==> src/rtl/data_mem_lane_ctrl.sv <==
// Byte-lane data memory controller: turns one MEM-stage load/store into
// ceil(N/LANES) beats on a LANES-wide byte-addressed RAM, with optional
// address-setup cycles and sign/zero extension of load results.
module data_mem_lane_ctrl #(
    parameter int ADDR_W   = 32,
    parameter int XLEN     = 32,
    parameter int LANES    = 2,
    parameter int WAIT_CYC = 1
) (
    input  logic                      clk,
    input  logic                      rst,
    input  logic                      req_valid,
    output logic                      req_ready,
    input  logic                      req_we,
    input  logic [2:0]                req_width,
    input  logic [ADDR_W-1:0]         req_addr,
    input  logic [XLEN-1:0]           req_wdata,
    output logic                      resp_valid,
    output logic                      resp_err,
    output logic [XLEN-1:0]           resp_rdata,
    output logic                      mem_en,
    output logic                      mem_we,
    output logic [LANES-1:0]          mem_be,
    output logic [LANES*ADDR_W-1:0]   mem_addr,
    output logic [LANES*8-1:0]        mem_wdata,
    input  logic [LANES*8-1:0]        mem_rdata
);

    typedef enum logic [1:0] {IDLE, SETUP, BEAT, RESP} state_t;

    state_t                    state, state_nx;
    logic                      we_q;
    logic [2:0]                width_q;
    logic [6:0]                n_q;
    logic [ADDR_W-1:0]         addr_q;
    logic [63:0]               wdata_q;
    logic [2:0]                b_q;
    logic [2:0]                wait_q;
    logic [63:0]               asm_q;

    logic [ADDR_W-1:0]         src_addr;
    logic [63:0]               src_wdata;
    logic [6:0]                src_n;
    logic [6:0]                src_b;
    logic [6:0]                idx;
    logic [6:0]                cidx;
    logic [LANES*ADDR_W-1:0]   lane_addr_nx;
    logic [LANES-1:0]          lane_be_nx;
    logic [LANES*8-1:0]        lane_wd_nx;
    logic [63:0]               asm_nx;
    logic [63:0]               load_ext;
    logic                      last_beat;

    // Bytes moved by a funct3 width code (B/H/W/D, unsigned variants alike)
    function automatic logic [6:0] byte_cnt(input logic [2:0] w);
        case (w[1:0])
            2'b00:   return 7'd1;
            2'b01:   return 7'd2;
            2'b10:   return 7'd4;
            default: return 7'd8;
        endcase
    endfunction

    // 111 never exists; D and WU only exist on a 64-bit datapath
    function automatic logic is_illegal(input logic [2:0] w);
        return (w == 3'b111) || ((XLEN == 32) && ((w == 3'b011) || (w == 3'b110)));
    endfunction

    // Sign-extend B/H/W from their top byte, zero-extend BU/HU/WU, D passes through
    function automatic logic [63:0] extend_load(input logic [63:0] raw, input logic [2:0] w);
        logic signed [7:0]  s8;
        logic signed [15:0] s16;
        logic signed [31:0] s32;
        logic signed [63:0] r;
        s8  = raw[7:0];
        s16 = raw[15:0];
        s32 = raw[31:0];
        case (w)
            3'b000:  r = s8;
            3'b001:  r = s16;
            3'b010:  r = s32;
            3'b100:  r = {56'd0, raw[7:0]};
            3'b101:  r = {48'd0, raw[15:0]};
            3'b110:  r = {32'd0, raw[31:0]};
            default: r = raw;
        endcase
        return r;
    endfunction

    assign req_ready = (state == IDLE);

    // Lane outputs for the next beat: beat 0 from the request, later beats from latched state
    always_comb begin
        src_addr     = (state == IDLE) ? req_addr : addr_q;
        src_wdata    = (state == IDLE) ? 64'(req_wdata) : wdata_q;
        src_n        = (state == IDLE) ? byte_cnt(req_width) : n_q;
        src_b        = (state == IDLE) ? 7'd0 : (7'(b_q) + 7'd1);
        lane_addr_nx = '0;
        lane_be_nx   = '0;
        lane_wd_nx   = '0;
        idx          = '0;
        for (int i = 0; i < LANES; i++) begin
            idx = src_b * 7'(LANES) + 7'(i);
            lane_addr_nx[i*ADDR_W +: ADDR_W] = src_addr + ADDR_W'(idx);
            if (idx < src_n) begin
                lane_be_nx[i]          = 1'b1;
                lane_wd_nx[i*8 +: 8]   = src_wdata[{idx[2:0], 3'b000} +: 8];
            end
        end
    end

    // Merge the current beat's read bytes into the assembly buffer and detect the final beat
    always_comb begin
        asm_nx = asm_q;
        cidx   = '0;
        for (int i = 0; i < LANES; i++) begin
            cidx = 7'(b_q) * 7'(LANES) + 7'(i);
            if (mem_be[i]) begin
                asm_nx[{cidx[2:0], 3'b000} +: 8] = mem_rdata[i*8 +: 8];
            end
        end
        last_beat = ((7'(b_q) + 7'd1) * 7'(LANES)) >= n_q;
        load_ext  = extend_load(asm_nx, width_q);
    end

    // State register
    always_ff @(posedge clk or posedge rst) begin
        if (rst) state <= IDLE;
        else     state <= state_nx;
    end

    // Next-state decode
    always_comb begin
        state_nx = state;
        case (state)
            IDLE: begin
                if (req_valid) begin
                    if (is_illegal(req_width)) state_nx = RESP;
                    else if (WAIT_CYC == 0)    state_nx = BEAT;
                    else                       state_nx = SETUP;
                end
            end
            SETUP:   if (wait_q == 3'd0) state_nx = BEAT;
            BEAT:    if (last_beat)      state_nx = RESP;
            default: state_nx = IDLE;
        endcase
    end

    // Request latch, beat sequencing, registered memory-side outputs and response
    always_ff @(posedge clk or posedge rst) begin
        if (rst) begin
            we_q       <= 1'b0;
            width_q    <= '0;
            n_q        <= '0;
            addr_q     <= '0;
            wdata_q    <= '0;
            b_q        <= '0;
            wait_q     <= '0;
            asm_q      <= '0;
            mem_en     <= 1'b0;
            mem_we     <= 1'b0;
            mem_be     <= '0;
            mem_addr   <= '0;
            mem_wdata  <= '0;
            resp_valid <= 1'b0;
            resp_err   <= 1'b0;
            resp_rdata <= '0;
        end else begin
            case (state)
                IDLE: begin
                    if (req_valid) begin
                        we_q    <= req_we;
                        width_q <= req_width;
                        n_q     <= byte_cnt(req_width);
                        addr_q  <= req_addr;
                        wdata_q <= 64'(req_wdata);
                        b_q     <= '0;
                        asm_q   <= '0;
                        wait_q  <= 3'((WAIT_CYC > 0) ? (WAIT_CYC - 1) : 0);
                        if (is_illegal(req_width)) begin
                            resp_valid <= 1'b1;
                            resp_err   <= 1'b1;
                        end else begin
                            mem_addr  <= lane_addr_nx;
                            mem_be    <= lane_be_nx;
                            mem_wdata <= lane_wd_nx;
                            mem_en    <= (WAIT_CYC == 0);
                            mem_we    <= (WAIT_CYC == 0) && req_we;
                        end
                    end
                end
                SETUP: begin
                    if (wait_q == 3'd0) begin
                        mem_en <= 1'b1;
                        mem_we <= we_q;
                    end else begin
                        wait_q <= wait_q - 3'd1;
                    end
                end
                BEAT: begin
                    asm_q <= asm_nx;
                    if (last_beat) begin
                        mem_en     <= 1'b0;
                        mem_we     <= 1'b0;
                        mem_be     <= '0;
                        mem_wdata  <= '0;
                        resp_valid <= 1'b1;
                        resp_err   <= 1'b0;
                        if (!we_q) resp_rdata <= load_ext[XLEN-1:0];
                    end else begin
                        b_q       <= b_q + 3'd1;
                        mem_addr  <= lane_addr_nx;
                        mem_be    <= lane_be_nx;
                        mem_wdata <= lane_wd_nx;
                    end
                end
                default: begin
                    resp_valid <= 1'b0;
                    resp_err   <= 1'b0;
                end
            endcase
        end
    end

endmodule

==> config.mk <==
export PLATFORM = sky130hd
export DESIGN_NAME = data_mem_lane_ctrl
export DESIGN_NICKNAME = d
export VERILOG_FILES = /design/src/rtl/data_mem_lane_ctrl.sv
export SDC_FILE = /design/constraint.sdc
export NUM_CORES = 1
export LEC_CHECK = 0
export BUFFER_PORTS_ARGS = -buffer_cell sky130_fd_sc_hd__buf_2
export CELL_PAD_IN_SITES_DETAIL_PLACEMENT = 0
export CELL_PAD_IN_SITES_GLOBAL_PLACEMENT = 1
export CORE_MARGIN = 2
export CORE_UTILIZATION = 46
export CTS_BUF_LIST = sky130_fd_sc_hd__clkbuf_2 sky130_fd_sc_hd__clkbuf_4 sky130_fd_sc_hd__clkbuf_8
export DETAILED_ROUTE_END_ITERATION = 10
export PLACE_DENSITY_LB_ADDON = 0.1
export SLEW_MARGIN = 10
export SYNTH_ARGS = -nofsm -noshare
export SYNTH_HDL_FRONTEND = slang
export SYNTH_SLANG_ARGS = --single-unit
==> constraint.sdc <==
create_clock -name clk -period 9.8 [get_ports clk]
set_clock_uncertainty 0.05 [all_clocks]
set_input_delay 1.96 -clock clk [delete_from_list [all_inputs] [get_ports clk]]
set_output_delay 1.96 -clock clk [all_outputs]
set_load 0.1 [all_outputs]
# == Yosys cells after proc, flatten, opt, wreduce, memory -nomap -nowiden ==
# Cells that the tools add are included.
# word_totals
inputBits,87
n_memories,0
wordCells,125
latchBits,0
ram_bits,0
output_inout_bits,119
reg_bits,265
romBits,0
# classes
add_sub_neg,9
eq_ne,19
mux,50
n_bitwise,2
shifts,6
n_lt_le_gt_ge,3
reduce_logical,19
multipliers,0
n_div,0
# op_table
operator,n
two-way mux 64 bit,6
one-hot mux 64 bit (2 select lines),2
one-hot mux 32 bit (6 select lines),1
bitwise mux 64 bit,2
"variable shift 8 x 8 -> 64 bit, first input constant",2
variable part select 64 x 7 -> 8 bit,2
variable part select 8 x 8 -> 64 bit,2
adder 32 x 7 -> 32 bit,2
two-way mux 32 bit,2
two-way mux 16 bit,3
one-hot mux 16 bit (2 select lines),1
two-way mux 8 bit,2
negator 6 -> 8 bit,2
"equality test 3 bit, second input constant",5
AND reduction 3 bit,5
less-than comparator 7 bit,2
two-way mux 2 bit,7
"!= test 2 bit, second input constant",6
one-hot mux 1 bit (3 select lines),4
one-hot mux 3 bit (2 select lines),2
one-hot mux 4 bit (3 select lines),1
two-way mux 1 bit,10
two-way mux 3 bit,3
AND reduction 4 bit,2
22 further kinds,32

# == Logic depth before layout (Yosys ltp) ==
# logic_depth
word_depth,8
mapped_depth,17

# == Least setup slack after synthesis ==
# OpenSTA, ideal clock, no wires.
# synth_path
path_type,flip-flop to flip-flop
from,reg state[0]
to,reg mem_addr[17]
n_path_buf,6
arrival_ns,4.763
setup_slack_ns,4.861
period_less_slack_ns,4.939
stages_incl_launch_ff,18
cell_sequence,dfrtp_1 -> inv_1 -> ha_1 -> buf_6 -> buf_2 -> buf_2 -> buf_2 -> clkbuf_1 -> mux2_2 -> ha_1 -> inv_1 -> fa_1 -> nand2b_1 -> a21oi_1 -> clkbuf_1 -> nand4_1 -> xor2_1 -> mux2_2
# synth_between
elab_chain_len,6
elab_cells_between_ends,14
classes_between,add/sub (1); eq/ne (4); mux (6); reduce/logical (3)
# synth_lines
element,line,rtl
start: declaration,31,"state_t state, state_nx;"
start signal: assignment,129,else state <= state_nx;
zero test 2 bit (*),n/a,
net req_ready,13,"output logic req_ready,"
two-way mux 32 bit or two-way mux 6 bit (tied branches),"94, 97",
adder 32 x 7 -> 32 bit,104,lane_addr_nx[i*ADDR_W +: ADDR_W] = src_addr + ADDR_W'(idx);
two-way mux 64 bit,180,if (is_illegal(req_width)) begin
two-way mux 64 bit,171,if (req_valid) begin
one-hot mux 64 bit (2 select lines),169,case (state)
end signal: assignment,184,mem_addr <= lane_addr_nx;
end signal: assignment,212,mem_addr <= lane_addr_nx;
end: declaration,24,"output logic [LANES*ADDR_W-1:0] mem_addr,"
# The timed path passes the listed nets; every way through them passes the cells marked *. The select of a mux whose other input is x is not followed.
# A chain may end at the register's enable or synchronous reset.

# == Worst setup path in the final report ==
# layout_path
from,reg state[0]
to,out req_ready
# layout_between
elab_chain_len,1
# layout_lines
element,line,rtl
zero test 2 bit,90,assign req_ready = (state == IDLE);
end: declaration,13,
# No other way between the ends.

==> results.tsv <==
metric	value	unit
drt_iter0_drc	587	
cpPeakStageDelay	710	ps
dieArea	26770	um^2
relSlewSlack	25.59	%
yosys-top-cells-area	dfrtp_1 49%, mux2_2 12%, o21ai_0 4.0%	
critPathSlowestCell	buf_4	
start_util	46.68	%
placed_cell_area	13030	um^2
nets	1376	
ys_ff_latch	230	
required	7790	ps
arrival	2940	ps
cts_setup_buffers	0	
ctsRootBufferMaster	clkbuf_8	
antenna_cells	0	
postCtsHoldBufs	0	
cts_made_buffers	40	
fin_tns_setup	0	ps
die_w	163.6	um
reg2regPathDepth	8	
hold_viol	0	
clk_latency	530	ps
grt_pass1_wl	49000	um
drc	0	
vias_per_cell	5.642	
holdPathStages	2	
ys.flop_type	dfrtp_1	
finalSetupViolCount	0	
netlist_area	11720	um^2
crit_chain	inv_1, ha_4, buf_4, buf_2	
synthCells	1068	
grt_pass1_vias	9056	
synth_fp_nets	1178	
hpwl	20550	um
clock.fmax	202.0	MHz
post-synth-top-area-fraction	49.11	%
synth-edff-count	0	
pre_cts_ws	5058	ps
rows	58	
final_max_slew_viol_count	0	
cp-start-kind	flop	
drive_gt1_share	33.31	%
dr.pass1.iters	5	
cts_buffer_depth	3	
clk_pin_slew_worst_paths	70	ps
core	25110	um^2
synth_warnings	0	
rsz0062_at_grt	false	
grt_usage	22.89	%
final_core_util	55.40	%
async_reset_ff_share	100.0	%
fin_crit	4950	ps
worst_pin_slew	1116	ps
wire_per_inst	18.71	um
syn_to_final_growth	18.69	%
critical_path.max_fanout	63	
synth.distinct_cells	59	
layout_setup_ws	4850	ps
yosys.area.top_type	dfrtp_1	
io_pins	206	
hp-class	flop to flop	
htree_levels	2	
crit_type	flop to primary output	
wl	30440	um
min_from	resp_rdata[1]	
dr_total_vias	9180	
cts_tree	yes	
port_buffers	205	
place_congestion	0.7952	
numClockSinks	230	
endpoint_kind	primary output	
grt_max_degree	100	
holdPathEnd	resp_rdata[1]	
drv_cap	0	
fp.dieH	163.6	um
status	finished, final reports clean	
rr_startpoint	state[0]	
avgSynthCellArea	10.97	um^2
final_antenna_net_count	0	
overflow	0	
post_cts_resized	0	
postLayoutCellArea	13910	um^2
yosys-top-cells-count	230 x dfrtp_1, 127 x mux2_2, 93 x o21ai_0	
reg2reg_to	mem_addr[13]	
min_period_over_period	50.51	%
seq_area_frac_synth	49.11	%
synth_most_common_cell	dfrtp_1	
antenna_found_initial	1	
rrSetupSlack	5560	ps
-- worst max-delay path by stage --
stage / depth (start not counted) / from / to / slack (ps)
final: 4 / state[0] / req_ready / 4850
after floorplan: 1 / rst / addr_q[0] / 1490
after detailed placement: 8 / req_addr[3] / mem_addr[46] / 5060
after CTS: 4 / state[0] / req_ready / 4800
after global placement: 8 / req_addr[3] / mem_addr[14] / 5110
after global routing: 4 / state[0] / req_ready / 4650
-- routing by layer --
metal  wire [um]  global-route usage, %  vias to the layer above  share of wire [%]
met5          11                      0                        -              0.036
li1            -                      -                     4340                  -
met2       13320                  34.30                      264                 44
met1       14610                  33.59                     4529                 48
met4         544                  6.021                        2                1.8
met3        1950                  5.053                       45                6.4
-- cells in the final DEF, fill, tap and decap left out, types with 3 or more instances in the layout --
cell	synthesis	final
nand4_1	18	18
o311ai_0	3	3
o21ai_0	93	93
buf_4	1	12
buf_2	7	205
nand4b_1	4	4
or3_1	4	4
clkbuf_8	0	55
a32o_1	5	5
inv_1	19	18
nor2_1	30	30
clkinv_2	0	3
a2bb2oi_1	16	16
o31ai_1	23	23
nand2_1	91	89
a211oi_1	5	5
a22o_1	16	16
xor2_1	32	32
ha_1	21	20
a22oi_1	36	36
nand2b_1	18	18
nor2b_1	9	9
clkbuf_4	0	13
xnor2_1	6	6
mux2i_1	44	43
dfrtp_1	230	230
nand3_1	27	27
nor3_1	22	22
o2111ai_1	6	6
o21a_1	20	20
a21o_1	5	5
a21oi_1	29	29
mux2_2	127	127
nand3b_1	10	10
-- area by class of cell --
cell class	instances	area (um^2)
inverter	19	78.83
tap	330	412.9
clock buffer	68	854.6
sequential	230	5756
timing repair buffer	217	1116
fill	2300	11200
multi-input combinational	758	5663
clock inverter	5	30.03
-- stage by stage --
stage               cells  hold slack [ps]
floorplan            1068            399.8
detailed placement   1554            415.6
global placement     1554            406.2
finish               1627            424.0
CTS                  1627            430.4
global route         1627            451.3
-- kinds of logic after synthesis --
logic type	share of synthesized area (%)
buffers and inverters	2.797
xor gates and xnor gates	2.840
and+or+nand+nor	10.57
DFF	49.11
AOI/OAI and AO/OA	16.14
muxes	15.96
adders and majority gates	2.584
-- sequential cells by signal, indices dropped and copies added, names as in the netlist --
signal	count
mem_addr	64
mem_wdata	16
resp_err	1
mem_be	2
wdata_q	32
wait_q	3
b_q	3
resp_valid	1
mem_we	1
width_q	3
addr_q	32
we_q	1
mem_en	1
state	2
n_q	4
resp_rdata	32
asm_q	32
-- worst max-delay path: cells and delay by family, from the launching register on --
family                   cells  cell delay [ps]
buffers and inverters        3             1420
adder cells (fa/ha/maj)      1              520
flip-flops                   1              410
Power is not shown: default switching activity piles up to over one toggle a cycle in this logic, so the estimate is an artifact.
